==> src/rtl/key_onehot_debouncer.sv <==
// Conditions eight bouncy key lines for the 8-to-3 encoder: 2-flop sync, per-bit debounce,
// then a small FSM that only lets a single clean, held key through and blocks multi-presses.
module key_onehot_debouncer #(
  parameter int unsigned DEB_CYCLES = 4,
  parameter int unsigned CNT_W      = $clog2(DEB_CYCLES + 1)
) (
  input  logic       clk,
  input  logic       rst_n,
  input  logic [7:0] raw_in,
  output logic [7:0] key_out,
  output logic       press,
  // "release" is a reserved word in SystemVerilog, hence the suffix
  output logic       release_o,
  output logic       multi
);

  localparam logic [CNT_W-1:0] CntMax = CNT_W'(DEB_CYCLES - 1);

  typedef enum logic [1:0] {StIdle, StPressed, StBlocked} state_e;

  logic [7:0]       s1_q, s2_q;
  logic [7:0]       stable_q, stable_d;
  logic [CNT_W-1:0] cnt_q [8];
  logic [CNT_W-1:0] cnt_d [8];
  state_e           state_q, state_d;
  logic [7:0]       key_out_q, key_out_d;
  logic             press_q, press_d;
  logic             release_q, release_d;
  logic             multi_q, multi_d;
  logic             is_zero, is_one;

  always_comb begin
    stable_d = stable_q;
    for (int i = 0; i < 8; i++) begin
      cnt_d[i] = cnt_q[i];
      if (s2_q[i] == stable_q[i]) begin
        cnt_d[i] = '0;
      end else if (cnt_q[i] == CntMax) begin
        stable_d[i] = s2_q[i];
        cnt_d[i]    = '0;
      end else begin
        cnt_d[i] = cnt_q[i] + CNT_W'(1);
      end
    end
  end

  // x & (x-1) clears the lowest set bit; zero result means at most one bit was set
  assign is_zero = (stable_q == 8'h00);
  assign is_one  = !is_zero && ((stable_q & (stable_q - 8'd1)) == 8'h00);

  always_comb begin
    state_d   = state_q;
    key_out_d = key_out_q;
    press_d   = 1'b0;
    release_d = 1'b0;
    unique case (state_q)
      StIdle: begin
        if (is_one) begin
          state_d   = StPressed;
          key_out_d = stable_q;
          press_d   = 1'b1;
        end else if (!is_zero) begin
          state_d = StBlocked;
        end
      end
      StPressed: begin
        if (stable_q == key_out_q) begin
          state_d = StPressed;
        end else if (is_zero) begin
          state_d   = StIdle;
          key_out_d = 8'h00;
          release_d = 1'b1;
        end else begin
          // Added or swapped key: drop the output silently, no release pulse
          state_d   = StBlocked;
          key_out_d = 8'h00;
        end
      end
      StBlocked: begin
        if (is_zero) begin
          state_d = StIdle;
        end
      end
      default: begin
        state_d   = StIdle;
        key_out_d = 8'h00;
      end
    endcase
    multi_d = (state_d == StBlocked);
  end

  always_ff @(posedge clk or negedge rst_n) begin
    if (!rst_n) begin
      s1_q      <= 8'h00;
      s2_q      <= 8'h00;
      stable_q  <= 8'h00;
      cnt_q     <= '{default: '0};
      state_q   <= StIdle;
      key_out_q <= 8'h00;
      press_q   <= 1'b0;
      release_q <= 1'b0;
      multi_q   <= 1'b0;
    end else begin
      s1_q      <= raw_in;
      s2_q      <= s1_q;
      stable_q  <= stable_d;
      cnt_q     <= cnt_d;
      state_q   <= state_d;
      key_out_q <= key_out_d;
      press_q   <= press_d;
      release_q <= release_d;
      multi_q   <= multi_d;
    end
  end

  assign key_out   = key_out_q;
  assign press     = press_q;
  assign release_o = release_q;
  assign multi     = multi_q;

endmodule

==> config.mk <==
export PLATFORM = sky130hd
export DESIGN_NAME = key_onehot_debouncer
export DESIGN_NICKNAME = d
export VERILOG_FILES = /design/src/rtl/key_onehot_debouncer.sv
export SDC_FILE = /design/constraint.sdc
export NUM_CORES = 1
export LEC_CHECK = 0
export ABC_CLOCK_PERIOD_IN_PS = 2480
export BUFFER_PORTS_ARGS = -buffer_cell sky130_fd_sc_hd__buf_2
export CORE_ASPECT_RATIO = 0.5
export CORE_UTILIZATION = 40
export CTS_BUF_LIST = sky130_fd_sc_hd__clkbuf_4
export DETAILED_ROUTE_END_ITERATION = 7
export PLACE_DENSITY = 0.56
export RECOVER_POWER = 100
export SLEW_MARGIN = 5
export SYNTH_ARGS = -nofsm -noshare
export SYNTH_HDL_FRONTEND = slang
export SYNTH_SLANG_ARGS = --single-unit
==> constraint.sdc <==
create_clock -name clk -period 2.48 [get_ports clk]
set_input_delay 0.744 -clock clk [delete_from_list [all_inputs] [get_ports clk]]
set_output_delay 0.744 -clock clk [all_outputs]
set_load 0.01 [all_outputs]
==> out/qor.yml, run 1 <==
status:
  outcome: "finished, final reports clean"
placement:
  place_hpwl_um: 3010
  preCtsSetupSlack_ps: 333
  gp_congestion: 0.769
  port_buffers: 20
  placed_cells: 301
clock_tree:
  htree_levels: 3
  numCtsBuffers: 9
  cts_root_buffer: "clkbuf_4"
  tritoncts: "built"
  insertion_delay_ps: 390
  post_cts_buffers: 0
  clock_path_buffers: 2
  hold_buffers: 0
  cts_resized: 0
  clk_pin_slew_worst_paths_ps: 90
  clock-sinks: 61
sta:
  tns_ps: 0
  min_period_over_period_pct: 89.6
  slew_headroom_pct: 19.1
  hold_viol: 0
  fmax_mhz: 450
  clock-skew-final_ps: 8.82
  slew_violations: 0
  setup_ws_ps: 257
  layout_min_cycle_time_ps: 2220
  finalSetupViolations: 0
  worst_slew_pin_slew_ps: 1210
  rsz0062_at_grt: "no"
synthesis:
  synthTopCellsByCount: "dfrtp_1 (61), xnor2_1 (16), nor3b_1 (15)"
  synthMuxAreaShare_pct: 0.900
  synth_edf_count: 0
  yosysSeqAreaShare_pct: 61.0
  synth_top_area_share_pct: 61.0
  synthCells: 203
  synth_xor_xnor_area_share_pct: 5.60
  synth_compound_area_share_pct: 10.5
  synthSimpleGateAreaFrac_pct: 14.4
  synthAdderAreaFrac_pct: 4.00
  yosysWarnings: 0
  synth_cell_type_count: 38
  synth_fp_nets: 221
  synth.most_common_cell: "dfrtp_1"
  syn_area_um2: 2500
  synth_top_cell_by_area: "dfrtp_1"
  async_flop_share_pct: 100
  synth-seq-cells: 61
  avgSynthCellArea_um2: 12.3
  synth.area.top_cells: "dfrtp_1 (61%), xnor2_1 (5.6%), nor3b_1 (4.5%)"
  synth-main-ff-cell: "dfrtp_1"
  synth_top_family_by_area: "simple AND/OR/NAND/NOR gates"
final_layout:
  drive_gt1_share_pct: 13.3
  antenna_cells: 0
  final_nets: 246
  instances_no_fill: 317
  n_fill_cell: 561
  synthToLayoutAreaGrowth_pct: 11.0
pwr:
  cellLeakagePower_nw: 1.22
  sw_frac_of_total_pct: 37.1
  max-vdd-ir-drop_uv: 447
  comb_power_share_pct: 33.2
  netSwitchingPower_mw: 1.14
  p_clk_share_pct: 17.8
  p_int_mw: 1.93
  power_density_nw_per_um2: 1100
  p_seq_share_pct: 49.0
global_routing:
  grt_max_degree: 41
  grt_antenna_before_repair: 0
  grt_usage_pct: 15.2
  first_global_vias: 1569
  grt_first_pass_wirelength_um: 7390
  grt_overflow: 0
critical_path:
  reg2reg_depth: 4
  r2r-start: "stable_q[2]"
  cp.arrival_ps: 2520
  crit_required_ps: 2780
  crit_chain: "or4_4 -> a211o_1 -> or2_0 -> o21ai_0"
  path_class: "reg2reg"
  r2r_slack_ps: 260
  critPathLaunchType: "flip-flop"
  path_max_fanout: 10
  crit_slowest_cell: "or4_4"
  reg2reg_to: "key_out[1]"
  cp-end-kind: "flip-flop"
  slowest_delay_ps: 570
hold_path:
  hold-path-endpoint: "s2_q[6]"
  whs_path_depth: 0
  hold_class: "reg2reg"
  hp-start: "s1_q[6]"
routing:
  drtPass1Iterations: 4
  postRouteAntennaNets: 0
  drcViolationCount: 0
  vias: 1558
  wl_per_cell_um: 13.2
  first_iter_violations: 61
  drt-total-wl_um: 4170
  vias_per_cell: 4.91
die:
  num_rows: 19
  initial_core_util_pct: 43.5
  dieArea_um2: 6600
  die-height_um: 57.9
  die_x_um: 114
  core_area_um2: 5750
  ioPinCount: 21
run:
  maxCapViolCount: 0
[metal layers]
layer  GRT usage, %  up-vias  share of wire (%)
li1               -      767                  -
met2           23.3       22                 44
met5              0        -                  0
met1           19.2      761                 50
met4           6.12        0                1.2
met3           6.49        8                4.8
[cell families (layout without fill, tap and decap cells)]
group,after synthesis,after routing
DFF,61,61
and+or+nand+nor,59,59
AOI/OAI and AO/OA,38,38
buffers and inverters,19,49
xor gates and xnor gates,16,16
adders and majority gates,8,8
muxes,2,2
[how the worst max path moves through the flow]
stage	from	slack, ps	end
floorplan	stable_q[2]	440	key_out[6]
global placement	stable_q[3]	370	key_out[6]
detailed placement	stable_q[3]	330	key_out[6]
CTS	stable_q[3]	300	key_out[6]
global route	stable_q[2]	90	key_out[1]
finish	stable_q[2]	260	key_out[1]
[area by class of cell]
type                    instances  area [um^2]  area share [%]
well taps                      84          105            3.78
repair buffers                 24          128            4.59
clock inverters                 4         15.0           0.540
multi-input cells             123          882            31.7
inverters                       9         33.8            1.22
flip-flops and latches         61         1530            54.9
clock buffers                  12         90.1            3.24
[registers in the layout (all words and copies together), names as in the netlist]
| name | count |
|---|---|
| cnt_q | 24 |
| key_out | 8 |
| s1_q | 8 |
| s2_q | 8 |
| stable_q | 8 |
| state_q | 2 |
| multi | 1 |
| press | 1 |
| release_o | 1 |
[per-stage QoR]
| stage | instance area, um^2 | total power, mW | hold WS, ps | utilization, % |
|---|---|---|---|---|
| floorplan | 2500 | 2.27 | 331 | - |
| global route | 2780 | 3.34 | 365 | 48.3 |
| CTS | 2800 | 3.14 | 303 | 48.7 |
| detailed placement | 2700 | 2.58 | 336 | 46.9 |
| global placement | 2700 | 2.54 | 333 | 46.9 |
| finish | 2780 | 3.07 | 353 | 48.3 |
[placed cells by master (no fill, tap or decap), drive strengths merged]
cell / count
nor2b: 8
clkbuf: 24
nor4: 2
nor3b: 15
and3: 1
or2: 2
a21oi: 5
or4: 1
ha: 8
o21ai: 15
clkinv: 4
nand3b: 1
a211o: 1
nand2: 12
o41ai: 2
nand4: 1
o211ai: 7
xnor2: 16
dfrtp: 61
a311oi: 1
buf: 12
mux2: 2
o31ai: 1
inv: 9
o311a: 2
nand2b: 1
a211oi: 3
and3b: 1
nor2: 1
o311ai: 1
nor3: 11
and4: 2
[worst max-delay path: cells and delay by family, from the launching register on]
kind,cells,cell delay (ps)
simple gates,2,980
compound gates,2,670
flops,1,480
[power by group through the flow]
stage	logic, mW	clock network (mW)	registers, mW
3_5_place_dp	1.05	0	1.53
6_report	1.02	0.546	1.50
2_1_floorplan	0.873	0	1.40
5_1_grt	1.17	0.623	1.55
3_3_place_gp	1.03	0	1.51
4_1_cts	1.06	0.575	1.51
Power figures use the tool's default switching activity.
==> inputs of run 2 (changes only) <==
- CTS_BUF_LIST: sky130_fd_sc_hd__clkbuf_4 -> not set
==> out/qor.yml, run 2 (same netlist as run 1, synthesis figures left out) <==
clock_tree:
  cts_root_buffer: "clkbuf_16"
  post_cts_buffers: 0  # unchanged
  clk_pin_slew_worst_paths_ps: 50  # -40 ps
  cts_resized: 0  # unchanged
  hold_buffers: 0  # unchanged
  tritoncts: "built"
  numCtsBuffers: 9  # unchanged
  htree_levels: 3  # unchanged
  insertion_delay_ps: 320  # -70 ps
  clock-sinks: 61  # unchanged
  clock_path_buffers: 2  # unchanged
critical_path:
  path_max_fanout: 10  # unchanged
  cp_top_family: "simple AND/OR/NAND/NOR gates"
  cp.arrival_ps: 2450  # -70 ps
  crit_required_ps: 2720  # -60 ps
  slowest_delay_ps: 570  # about the same
  crit_chain: "or4_4 -> a211o_1 -> or2_0 -> o21ai_0"
  cp-end-kind: "flip-flop"
  critPathLaunchType: "flip-flop"
  crit_slowest_cell: "or4_4"
  worst-path-buf-inv: 0  # unchanged
  path_class: "reg2reg"
sta:
  min_period_over_period_pct: 89.3  # -0.33 points
  hold_viol: 0  # unchanged
  setup_ws_ps: 265  # +8.10 ps
  rsz0062_at_grt: "no"
  slew_headroom_pct: 18.0  # -1.1 points
  hold_slack_ps: 346  # -6.80 ps
  tns_ps: 0  # unchanged
  worst_slew_pin_slew_ps: 1230  # +16.5 ps
  finalSetupViolations: 0  # unchanged
  fmax_mhz: 452  # +0.37%
  layout_min_cycle_time_ps: 2210  # -8.10 ps
  clock-skew-final_ps: 4.93  # -3.90 ps
  slew_violations: 0  # unchanged
pwr:
  p_clk_share_pct: 31.7  # +14 points
  p_seq_share_pct: 40.6  # -8.4 points
  cellLeakagePower_nw: 1.30  # +6.7%
  netSwitchingPower_mw: 1.22  # +7.6%
  power_density_nw_per_um2: 1250  # +14%
  comb_power_share_pct: 27.7  # -5.5 points
  max-vdd-ir-drop_uv: 580  # +30%
  sw_frac_of_total_pct: 32.9  # -4.1 points
  p_int_mw: 2.49  # +29%
  fin_total_pwr_mw: 3.71  # +21%
placement:
  gp_congestion: 0.769  # unchanged
  place_hpwl_um: 3010  # unchanged
  preCtsSetupSlack_ps: 333  # unchanged
  port_buffers: 20  # unchanged
routing:
  first_iter_violations: 65  # +6.6%
  wl_per_cell_um: 13.7  # +4.4%
  drtPass1Iterations: 4  # unchanged
  vias_per_cell: 4.91  # unchanged
  drt-total-wl_um: 4360  # +4.4%
  drcViolationCount: 0  # unchanged
  vias: 1558  # unchanged
  postRouteAntennaNets: 0  # unchanged
status:
  outcome: "finished, final reports clean"
final_layout:
  fin_util_pct: 51.6  # +3.2 points
  drive_gt1_share_pct: 13.7  # +0.43 points
  final_nets: 246  # unchanged
  top_register: "cnt_q"
  layout_commonest_cell: "dfrtp_1"
  final_cell_mix: "dfrtp_1 (61), xnor2_1 (16), nor3b_1 (15), clkbuf_1 (15), o21ai_0 (14)"
  antenna_cells: 0  # unchanged
  largest_reg_flops: 24  # unchanged
  synthToLayoutAreaGrowth_pct: 18.5
global_routing:
  grt_max_degree: 41  # unchanged
  grt_antenna_before_repair: 0  # unchanged
  first_global_vias: 1571  # +0.13%
  grt_use_met2_pct: 23.8  # +0.52 points
  use_met1_pct: 19.4  # +0.21 points
  grt_first_pass_wirelength_um: 7580  # +2.6%
  grt_usage_pct: 16.2  # +1.0 points
  use_met3_pct: 9.00  # +2.5 points
  grt_overflow: 0  # unchanged
  grt-busiest-layer: "met2"
die:
  num_rows: 19  # unchanged
  die_x_um: 114  # unchanged
  dieArea_um2: 6600  # unchanged
  core_area_um2: 5750  # unchanged
  die-height_um: 57.9  # unchanged
  initial_core_util_pct: 43.5  # unchanged
  ioPinCount: 21  # unchanged
run:
  maxCapViolCount: 0  # unchanged
hold_path:
  hold_class: "reg2reg"
[run 2: cell types whose count changed in the layout (fill, tap and decap cells not counted)]
| cell | change |
|---|---|
| clkbuf_1 | +3 |
| clkbuf_16 | +9 |
| clkbuf_4 | -12 |
| clkbuf_8 | +4 |
| clkinv_1 | -4 |
[run 2: layout make-up]
cell class / instances / area (um^2)
Clock buffer: 16 / 292
Fill cell: 541 / 2790
Inverter: 9 / 33.8
Multi-Input combinational cell: 123 / 882
Sequential cell: 61 / 1530
Tap cell: 84 / 105
Timing Repair Buffer: 24 / 128
[run 2: power by group through the flow]
stage / Clock (mW) / Sequential, mW / Combinational [mW]
floorplan: 0 / 1.40 / 0.873
global placement: 0 / 1.51 / 1.03
detailed placement: 0 / 1.53 / 1.05
CTS: 1.21 / 1.51 / 1.06
global route: 1.27 / 1.56 / 1.17
finish: 1.18 / 1.51 / 1.03
[run 2: stage by stage]
step	area [um^2]	std cells
after floorplan	2500	203
after global placement	2700	301
after detailed placement	2700	301
after CTS	2990	317
after global routing	2970	317
final	2970	317
[run 2: routing by layer]
layer	part of all wire, %	vias up
met2	43	39
met5	0	-
met1	48	739
met3	6.3	11
li1	-	769
met4	1.9	0
[run 2: worst paths after layout]
kind / start / to / slack (ps) / depth (start not counted)
setup / recovery: stable_q[2] / key_out[1] / 270 / 4
hold / removal: s1_q[0] / s2_q[0] / 350 / 0
setup reg to reg: stable_q[2] / key_out[1] / 270 / 4
hold reg to reg: s1_q[0] / s2_q[0] / 350 / 0
max in group asynchronous: rst_n / cnt_q[7] / 1020 / 2
min in group asynchronous: rst_n / cnt_q[14] / 660 / 1
==> inputs of run 3 (changes only) <==
- MAX_ROUTING_LAYER: not set -> met4
==> out/qor.yml, run 3 (same netlist as run 1, synthesis figures left out) <==
status:
  outcome: "finished, final reports clean"
routing:
  vias_per_cell: 4.91  # about the same
  drtPass1Iterations: 4  # unchanged
  drt-total-wl_um: 4330  # -0.69%
  wl_per_cell_um: 13.6  # -0.69%
  drcViolationCount: 0  # unchanged
  first_iter_violations: 73  # +12%
  postRouteAntennaNets: 0  # unchanged
  vias: 1557  # -0.064%
final_layout:
  top_register: "cnt_q"
  instances_no_fill: 317  # unchanged
  drive_gt1_share_pct: 13.7  # unchanged
  largest_reg_flops: 24  # unchanged
  final_cell_mix: "dfrtp_1 (61), xnor2_1 (16), nor3b_1 (15), clkbuf_1 (15), o21ai_0 (14)"
  antenna_cells: 0  # unchanged
  layout_commonest_cell: "dfrtp_1"
  final_nets: 246  # unchanged
  synthToLayoutAreaGrowth_pct: 18.5  # unchanged
clock_tree:
  clock-sinks: 61  # unchanged
  clock_path_buffers: 2  # unchanged
  insertion_delay_ps: 320  # about the same
  hold_buffers: 0  # unchanged
  tritoncts: "built"
  numCtsBuffers: 9  # unchanged
  post_cts_buffers: 0  # unchanged
  htree_levels: 3  # unchanged
  cts_root_buffer: "clkbuf_16"
  cts_resized: 0  # unchanged
  clk_pin_slew_worst_paths_ps: 50  # about the same
critical_path:
  cp-startpoint: "stable_q[2]"
  cp_top_family: "simple AND/OR/NAND/NOR gates"
  cp-end-kind: "flip-flop"
  crit_chain: "or4_4 -> a211o_1 -> or2_0 -> o21ai_0"
  slowest_delay_ps: 570  # about the same
  path_max_fanout: 10  # unchanged
  r2r-start: "stable_q[2]"
  cp.arrival_ps: 2440  # about the same
  path_class: "reg2reg"
  crit_required_ps: 2710  # about the same
  worst-path-buf-inv: 0  # unchanged
  reg2reg_to: "key_out[1]"
  r2r_slack_ps: 270  # about the same
  crit_slowest_cell: "or4_4"
  reg2reg_depth: 4  # unchanged
  critPathLaunchType: "flip-flop"
placement:
  placed_cells: 301  # unchanged
  gp_congestion: 0.779  # +1.3%
  place_hpwl_um: 3010  # unchanged
  port_buffers: 20  # unchanged
hold_path:
  whs_path_depth: 0  # unchanged
  hp-start: "s1_q[6]"
  hold_class: "reg2reg"
  hold-path-endpoint: "s2_q[6]"
sta:
  min_period_over_period_pct: 89.1  # -0.18 points
  slew_headroom_pct: 18.1  # +0.10 points
  hold_viol: 0  # unchanged
  slew_violations: 0  # unchanged
  layout_min_cycle_time_ps: 2210  # -4.54 ps
  finalSetupViolations: 0  # unchanged
  clock-skew-final_ps: 3.69  # -1.23 ps
  rsz0062_at_grt: "no"
  worst_slew_pin_slew_ps: 1230  # -1.50 ps
  tns_ps: 0  # unchanged
  fmax_mhz: 452  # +0.21%
die:
  initial_core_util_pct: 43.5  # unchanged
  num_rows: 19  # unchanged
  die_x_um: 114  # unchanged
  core_area_um2: 5750  # unchanged
  dieArea_um2: 6600  # unchanged
  ioPinCount: 21  # unchanged
  die-height_um: 57.9  # unchanged
pwr:
  power_density_nw_per_um2: 1250  # about the same
  cellLeakagePower_nw: 1.30  # unchanged
  max-vdd-ir-drop_uv: 578  # -0.23%
global_routing:
  grt_antenna_before_repair: 0  # unchanged
  grt_max_degree: 41  # unchanged
  grt_overflow: 0  # unchanged
  first_global_vias: 1578  # +0.45%
  grt_first_pass_wirelength_um: 7600  # +0.17%
  grt_usage_pct: 16.7  # +0.53 points
run:
  maxCapViolCount: 0  # unchanged
-- run 3: worst max path at each step --
stage | slack, ps | depth (start not counted) | end
6_report | 270 | 4 | key_out[1]
3_3_place_gp | 370 | 4 | key_out[6]
3_5_place_dp | 330 | 4 | key_out[6]
4_1_cts | 320 | 4 | key_out[6]
5_1_grt | 120 | 4 | key_out[1]
2_1_floorplan | 440 | 7 | key_out[6]
-- run 3: where the power goes --
part	switching (mW)	internal, mW
sequential	0.265	1.24
combinational	0.565	0.465
clock	0.392	0.784
total	1.22	2.49
-- run 3: area by class of cell --
cell class                      instances  area, um^2
Fill cell                             541        2790
Timing Repair Buffer                   24         128
Clock buffer                           16         292
Tap cell                               84         105
Inverter                                9        33.8
Multi-Input combinational cell        123         882
Sequential cell                        61        1530
-- run 3: through the flow --
step	worst slack [ps]	hold slack [ps]	utilization [%]	power (mW)	area, um^2
2_1_floorplan	436	331	-	2.27	2500
3_3_place_gp	366	333	46.9	2.54	2700
3_5_place_dp	333	336	46.9	2.58	2700
4_1_cts	320	348	51.9	3.79	2990
5_1_grt	123	353	51.6	3.99	2970
6_report	270	344	51.6	3.71	2970
-- run 3: metal layers --
| layer | vias to the layer above | GRT usage (%) | share of wire (%) |
|---|---|---|---|
| li1 | 765 | - | - |
| met3 | 12 | 8.05 | 5.7 |
| met5 | - | - | 0 |
| met2 | 33 | 23.7 | 43 |
| met4 | 0 | 9.28 | 2.1 |
| met1 | 747 | 19.7 | 49 |
